## src/rtl/normalizer_pkg.sv

```systemverilog
// ============================================================================
// Module   : normalizer_pkg
// Purpose  : Shared constants, state encoding and state decode for the
//            16-bit leading-one normalizer.
// Revision : 1.0 - initial release
// ============================================================================
`default_nettype none

package normalizer_pkg;

  // Data width and shift-count width; 16/4 is the only supported pairing.
  localparam int W  = 16;
  localparam int AW = 4;

  // FSM encoding; 2'd3 is never produced and is treated as IDLE.
  typedef enum logic [1:0] {
    IDLE  = 2'd0,
    SHIFT = 2'd1,
    DONE  = 2'd2
  } state_t;

  // Map a raw 2-bit code onto a legal state so the unused code falls to IDLE.
  function automatic state_t decode_state(input logic [1:0] code);
    state_t s;
    case (code)
      2'd1:    s = SHIFT;
      2'd2:    s = DONE;
      default: s = IDLE;
    endcase
    return s;
  endfunction

endpackage : normalizer_pkg

`default_nettype wire

```

## src/rtl/normalizer_16_bit_if.sv

```systemverilog
// ============================================================================
// Module   : normalizer_16_bit_if
// Purpose  : Request/result bundle of the normalizer. The master side issues
//            start/a, the slave side returns busy/done/y/amt/zero.
// Revision : 1.0 - initial release
// ============================================================================
`default_nettype none

interface normalizer_16_bit_if #(
  parameter int W  = normalizer_pkg::W,
  parameter int AW = normalizer_pkg::AW
);

  logic          start;
  logic [W-1:0]  a;
  logic          busy;
  logic          done;
  logic [W-1:0]  y;
  logic [AW-1:0] amt;
  logic          zero;

  modport master (
    output start, a,
    input  busy, done, y, amt, zero
  );

  modport slave (
    input  start, a,
    output busy, done, y, amt, zero
  );

endinterface : normalizer_16_bit_if

`default_nettype wire

```

## src/rtl/normalizer_16_bit.sv

```systemverilog
// ============================================================================
// Module   : normalizer_16_bit
// Purpose  : Iterative leading-one normalizer. A captured operand is shifted
//            left one bit per cycle until its MSB is set; the result word and
//            the number of shifts applied are then registered and done pulses.
//            A zero operand skips shifting and reports zero=1.
// Revision : 1.0 - initial release
// ============================================================================
`default_nettype none

module normalizer_16_bit
  import normalizer_pkg::*;
#(
  parameter int W  = normalizer_pkg::W,
  parameter int AW = normalizer_pkg::AW
) (
  input  logic                clk,
  input  logic                reset_n,
  normalizer_16_bit_if.slave  bus
);

  localparam logic [AW-1:0] CNT_ONE = {{(AW-1){1'b0}}, 1'b1};

  state_t        state;
  state_t        state_next;
  logic [W-1:0]  work;
  logic [W-1:0]  work_next;
  logic [AW-1:0] cnt;
  logic [AW-1:0] cnt_next;
  logic [W-1:0]  y_reg;
  logic [W-1:0]  y_next;
  logic [AW-1:0] amt_reg;
  logic [AW-1:0] amt_next;
  logic          zero_reg;
  logic          zero_next;
  state_t        state_dec;

  // Fold any illegal state code back onto IDLE before it drives decisions.
  assign state_dec = decode_state(state);

  // State and datapath registers; reset abandons any operation in flight.
  always_ff @(posedge clk or negedge reset_n) begin
    if (!reset_n) begin
      state    <= IDLE;
      work     <= '0;
      cnt      <= '0;
      y_reg    <= '0;
      amt_reg  <= '0;
      zero_reg <= 1'b0;
    end else begin
      state    <= state_next;
      work     <= work_next;
      cnt      <= cnt_next;
      y_reg    <= y_next;
      amt_reg  <= amt_next;
      zero_reg <= zero_next;
    end
  end

  // Next-state and datapath updates; everything holds unless a branch moves it.
  always_comb begin
    state_next = state;
    work_next  = work;
    cnt_next   = cnt;
    y_next     = y_reg;
    amt_next   = amt_reg;
    zero_next  = zero_reg;
    case (state_dec)
      SHIFT: begin
        if (work[W-1]) begin
          // Leading one reached: publish the result.
          y_next     = work;
          amt_next   = cnt;
          zero_next  = 1'b0;
          state_next = DONE;
        end else begin
          // A nonzero operand needs at most W-1 shifts, so cnt cannot wrap.
          work_next = {work[W-2:0], 1'b0};
          cnt_next  = cnt + CNT_ONE;
        end
      end
      DONE: begin
        // Single-cycle result strobe; start is deliberately ignored here.
        state_next = IDLE;
      end
      default: begin
        // IDLE: only here is a new operand accepted.
        if (bus.start) begin
          work_next = bus.a;
          cnt_next  = '0;
          if (bus.a == '0) begin
            y_next     = '0;
            amt_next   = '0;
            zero_next  = 1'b1;
            state_next = DONE;
          end else begin
            state_next = SHIFT;
          end
        end
      end
    endcase
  end

  assign bus.busy = (state_dec == SHIFT) || (state_dec == DONE);
  assign bus.done = (state_dec == DONE);
  assign bus.y    = y_reg;
  assign bus.amt  = amt_reg;
  assign bus.zero = zero_reg;

endmodule : normalizer_16_bit

`default_nettype wire

```

## src/flat_wrapper.sv

```systemverilog
// flat-port wrapper written by rule: the top's interface ports become plain ports
module normalizer_16_bit_flat import normalizer_pkg::*;
#(
  parameter int W  = normalizer_pkg::W,
  parameter int AW = normalizer_pkg::AW
)
  (clk, reset_n, bus_start, bus_a, bus_busy, bus_done, bus_y, bus_amt, bus_zero);
  normalizer_16_bit_if #(.W(W), .AW(AW)) bus_i ();
  input  logic clk;
  input  logic reset_n;
  input wire logic [$bits(bus_i.start)-1:0] bus_start;
  input wire logic [$bits(bus_i.a)-1:0] bus_a;
  output wire logic [$bits(bus_i.busy)-1:0] bus_busy;
  output wire logic [$bits(bus_i.done)-1:0] bus_done;
  output wire logic [$bits(bus_i.y)-1:0] bus_y;
  output wire logic [$bits(bus_i.amt)-1:0] bus_amt;
  output wire logic [$bits(bus_i.zero)-1:0] bus_zero;
  assign bus_i.start = bus_start;
  assign bus_i.a = bus_a;
  assign bus_busy = bus_i.busy;
  assign bus_done = bus_i.done;
  assign bus_y = bus_i.y;
  assign bus_amt = bus_i.amt;
  assign bus_zero = bus_i.zero;
  normalizer_16_bit #(.W(W), .AW(AW)) u_core (.clk(clk), .reset_n(reset_n), .bus(bus_i));
endmodule
```

## config.mk

```make
export PLATFORM = sky130hd
export DESIGN_NAME = normalizer_16_bit_flat
export DESIGN_NICKNAME = d
export VERILOG_FILES = /design/src/rtl/normalizer_pkg.sv /design/src/rtl/normalizer_16_bit_if.sv /design/src/rtl/normalizer_16_bit.sv /design/src/flat_wrapper.sv
export SDC_FILE = /design/constraint.sdc
export NUM_CORES = 1
export LEC_CHECK = 0
export ABC_AREA = 1
export BUFFER_PORTS_ARGS = -buffer_cell sky130_fd_sc_hd__buf_2
export CORE_MARGIN = 10
export CORE_UTILIZATION = 35
export DETAILED_ROUTE_END_ITERATION = 8
export GPL_TIMING_DRIVEN = 0
export PLACE_DENSITY_LB_ADDON = 0.15
export SLEW_MARGIN = 15
export SYNTH_ARGS = -nofsm -noshare
export SYNTH_HDL_FRONTEND = slang
export SYNTH_SLANG_ARGS = --single-unit
```

## constraint.sdc

```tcl
create_clock -name clk -period 3.92 [get_ports clk]
set_input_delay 0.98 -clock clk [delete_from_list [all_inputs] [get_ports clk]]
set_output_delay 0.98 -clock clk [all_outputs]
set_load 0.05 [all_outputs]
```

# After elaboration in Yosys (flattened, before gate mapping)
# Cells that the tools add are included.
# word_totals
wordCells	47
regBits	43
in_bits	19
out_inout_bits	23
# op_classes
n_reduce_logical	9
eq_ne	6
n_addsub	1
muxes	23
n_bitwise	1
# op_table
op	n
$mux 16	5
$pmux 16 s2	2
$mux 4	5
$logic_not 16->1	1
$pmux 4 s2	2
$pmux 2 s2	2
$mux 2	3
$add 4x1->4 const B	1
$eq 2x1->1 const B	2
$eq 2x2->1 const B	2
$reduce_and 2->1	2
$reduce_and 4->1	1
$reduce_bool 2->1	2
$mux 1	3
$reduce_and 3->1	1
$reduce_bool 3->1	1
$ne 2x1->1 const B	1
$ne 2x2->1 const B	1
$pmux 1 s2	1
$logic_or 1x1->1	1
$not 1->1	1

# Logic depth before layout (Yosys ltp)
# logic_depth
depth_word	5
depth_mapped	9
depth_no_buf	8

# Worst setup path after synthesis
# Ideal clock, no wire load.
# synth_path
path_type	register to output
start	register u_core.state[0]
end	output port bus_busy
arrival_ns	1.005
required_ns	2.940
path_stages_with_launch	4
path_buffers	0
setup_slack_ns	1.935
cell_sequence	dfrtp_1 inv_1 ha_1 inv_1
# synth_between
elab_chain_cells	4
word_cells_on_any_way	6
# synth_lines
element	line_no	text
from (decl)	normalizer_16_bit.sv:24	state_t state;
from (signal assigned)	normalizer_16_bit.sv:51	state <= state_next;
$eq 2x2->1 / $eq 2x1->1 (equally long branches)	normalizer_pkg.sv:25	case (code)
$pmux 2 s2 *	normalizer_pkg.sv:25	
$eq 2x1->1 / $eq 2x2->1 (equally long branches)	normalizer_16_bit.sv:104	assign bus.busy = (state_dec == SHIFT) || (state_dec == DONE);
$logic_or 1x1->1 *	normalizer_16_bit.sv:104	
to (decl)	flat_wrapper.sv:13	output wire logic [$bits(bus_i.busy)-1:0] bus_busy;
# Mark *: on every way between the ends. The rest lies on a longest branch, timed or not.

# Worst setup path after layout
# Ends and elaborated chain as after synthesis.

==> impl_metrics.toml <==
[global_routing]
grt_use_total_pct = 11.1
grt_pass1_wl_um = 8750
antenna_found_initial = 0
grt_max_degree = 44
globalRouteOverflowTotal = 0
grt_pass1_vias = 1825

[worst_setup_path]
start_kind = "flip-flop"
cp-startpoint = "u_core.state[0]"
r2r_slack_ps = 2250
r2r_end = "u_core.cnt[3]"
crit_type = "reg -> out"
crit_end = "bus_busy"
required_ps = 2940
timing.rr.start = "u_core.state[0]"
end_kind = "output pin"
rr_worst_depth = 8
crit_path_max_fanout = 3
cp.arrival_ps = 1360

[place]
dp.cells = 358
gp_congestion = 0.747
place_ws_ps = 1880
io_buffer_count = 41
hpwlAfterDp_um = 3990

[yosys]
syn_area_per_cell_sq_um = 8.47
synth.area.mux_share_pct = 0
synth_xor_area_share_pct = 0.422
seq_area_frac_synth_pct = 51.9
synthCells = 245
synth_top_family_by_area = "simple AND/OR/NAND/NOR gates"
synth_nets = 267
synth-adder-area-share_pct = 1.81
ys_warn_count = 0
synth-simple-area-share_pct = 33.6
ys_ff_latch = 43
synth-compound-area-share_pct = 4.76
ys_types = 25
mappedNetlistArea_sq_um = 2070

[floorplan]
num_rows = 27
initial_core_util_pct = 36.8
dieArea_sq_um = 9410
pin_count = 42
die_w_um = 97.0
core-area_sq_um = 5640
die_h_um = 97.0

[layout]
fin_cells = 366
drive_above_1_share_pct = 22.1
layout_common_cells = "72 x nand2_1, 46 x buf_2, 43 x nand3_1, 43 x dfrtp_1, 19 x nand4_1"
layout_commonest_cell = "nand2_1"
utilization_pct = 43.5
layout.nets = 315
antenna_cells = 0
syn_to_final_growth_pct = 18.3

[routing]
wl_um = 5150
drtIter0Drc = 77
first_pass_iters = 4
vias = 1765
antenna_violating_nets_post_route = 0
drc = 0
routedWlPerCell_um = 14.1
vias_per_cell = 4.82

[power]
p_clk_share_pct = 13.3
p_seq_share_pct = 34.8
p_comb_share_pct = 51.8
p_switching_uw = 1050
swShare_pct = 50.1
power_density_nw_per_um2 = 856
leakagePower_uw = 0.00129
p_int_uw = 1050
ir_worst_vdd_uv = 514

[sta]
relSlewSlack_pct = 35.3
fin_ws_ps = 1580
final.setup_skew_ps = 2.91
fmax_mhz = 428
tightest_slew_ps = 970
setup_viol = 0
min_period_ps = 2340
post-route-period-util_pct = 59.6
drv_slew = 0
tns_ps = 0
rsz0062_at_grt = "false"
hold_violations = 0

[clock_tree]
clk_pin_slew_ps = 80
cts_tree = "built"
root_buffer = "clkbuf_8"
holdBufCountCts = 0
numCtsBuffers = 5
cts.sinks = 43
clock_latency_ps = 290
clk_path_buf_depth = 2
ctsHtreeMaxLevel = 2
cts_setup_buffers = 0
postCtsResizedCells = 0

[status]
status = "complete, no violations"

[hold_path]
hold_path.class = "reg -> reg"

[job]
maxCapViolCount = 0
==> power by group through the flow <==
stage | clock network, uW | logic, uW | registers [uW]
5_1_grt | 307 | 1220 | 758
4_1_cts | 291 | 1110 | 731
6_report | 280 | 1090 | 732
3_3_place_gp | 0 | 1090 | 737
2_1_floorplan | 0 | 638 | 927
3_5_place_dp | 0 | 1110 | 741
==> metrics by stage <==
stage               area (sq um)  hold WS (ps)  total power (uW)
floorplan                   2070           471              1560
global placement            2370           458              1830
detailed placement          2370           468              1850
CTS                         2450           490              2130
global route                2450           522              2290
finish                      2450           490              2100
==> synthesized netlist by cell type, drive strengths merged <==
library cell,number,area share [%]
nand2,74,14
nand3,44,11
dfrtp,43,52
nand4,19,5.7
inv,14,2.5
nor2,14,2.9
buf,12,4.3
o21ai,10,3.0
clkbuf,4,0.72
a21oi,3,0.72
ha,3,1.8
o211ai,2,0.72
nor3,1,0.24
o31ai,1,0.36
xnor2,1,0.42
==> area by class of cell <==
| class | count | area, sq um |
|---|---|---|
| fillers | 590 | 3190 |
| flip-flops and latches | 43 | 1080 |
| multi-input cells | 172 | 842 |
| repair buffers | 41 | 205 |
| plain buffers | 16 | 104 |
| well taps | 72 | 90.1 |
| clock buffers | 6 | 72.6 |
| inverters | 14 | 52.6 |
| clock inverters | 2 | 12.5 |
==> how the worst min path moves through the flow <==
stage / startpoint / to / depth (start not counted)
5_1_grt: u_core.bus.y[5] / u_core.bus.y[5] / 2
2_1_floorplan: u_core.work[14] / u_core.work[14] / 2
3_5_place_dp: u_core.bus.zero / u_core.bus.zero / 2
3_3_place_gp: u_core.bus.zero / u_core.bus.zero / 2
6_report: u_core.bus.zero / u_core.bus.zero / 2
4_1_cts: u_core.bus.zero / u_core.bus.zero / 2
==> worst max-delay path, stage by stage, from the launching register on <==
cell and delay, ps:
dfrtp_1 380, inv_1 50, ha_1 300, inv_1 70, buf_2 260
==> kinds of logic after synthesis <==
family                   count (synthesis)
AND/OR/NAND/NOR                        152
buffers and inverters                   30
adder cells (fa/ha/maj)                  3
flip-flops                              43
AO/OA/AOI/OAI                           16
XOR/XNOR                                 1
==> metal layers <==
metal | part of all wire [%] | up-vias | global-route usage (%)
li1 | - | 915 | -
met1 | 49 | 807 | 14.1
met2 | 44 | 37 | 17.5
met3 | 5.1 | 6 | 2.98
met4 | 1.2 | 0 | 4.06
met5 | 0 | - | 0
Note: power is estimated with default switching activity, not from simulation.
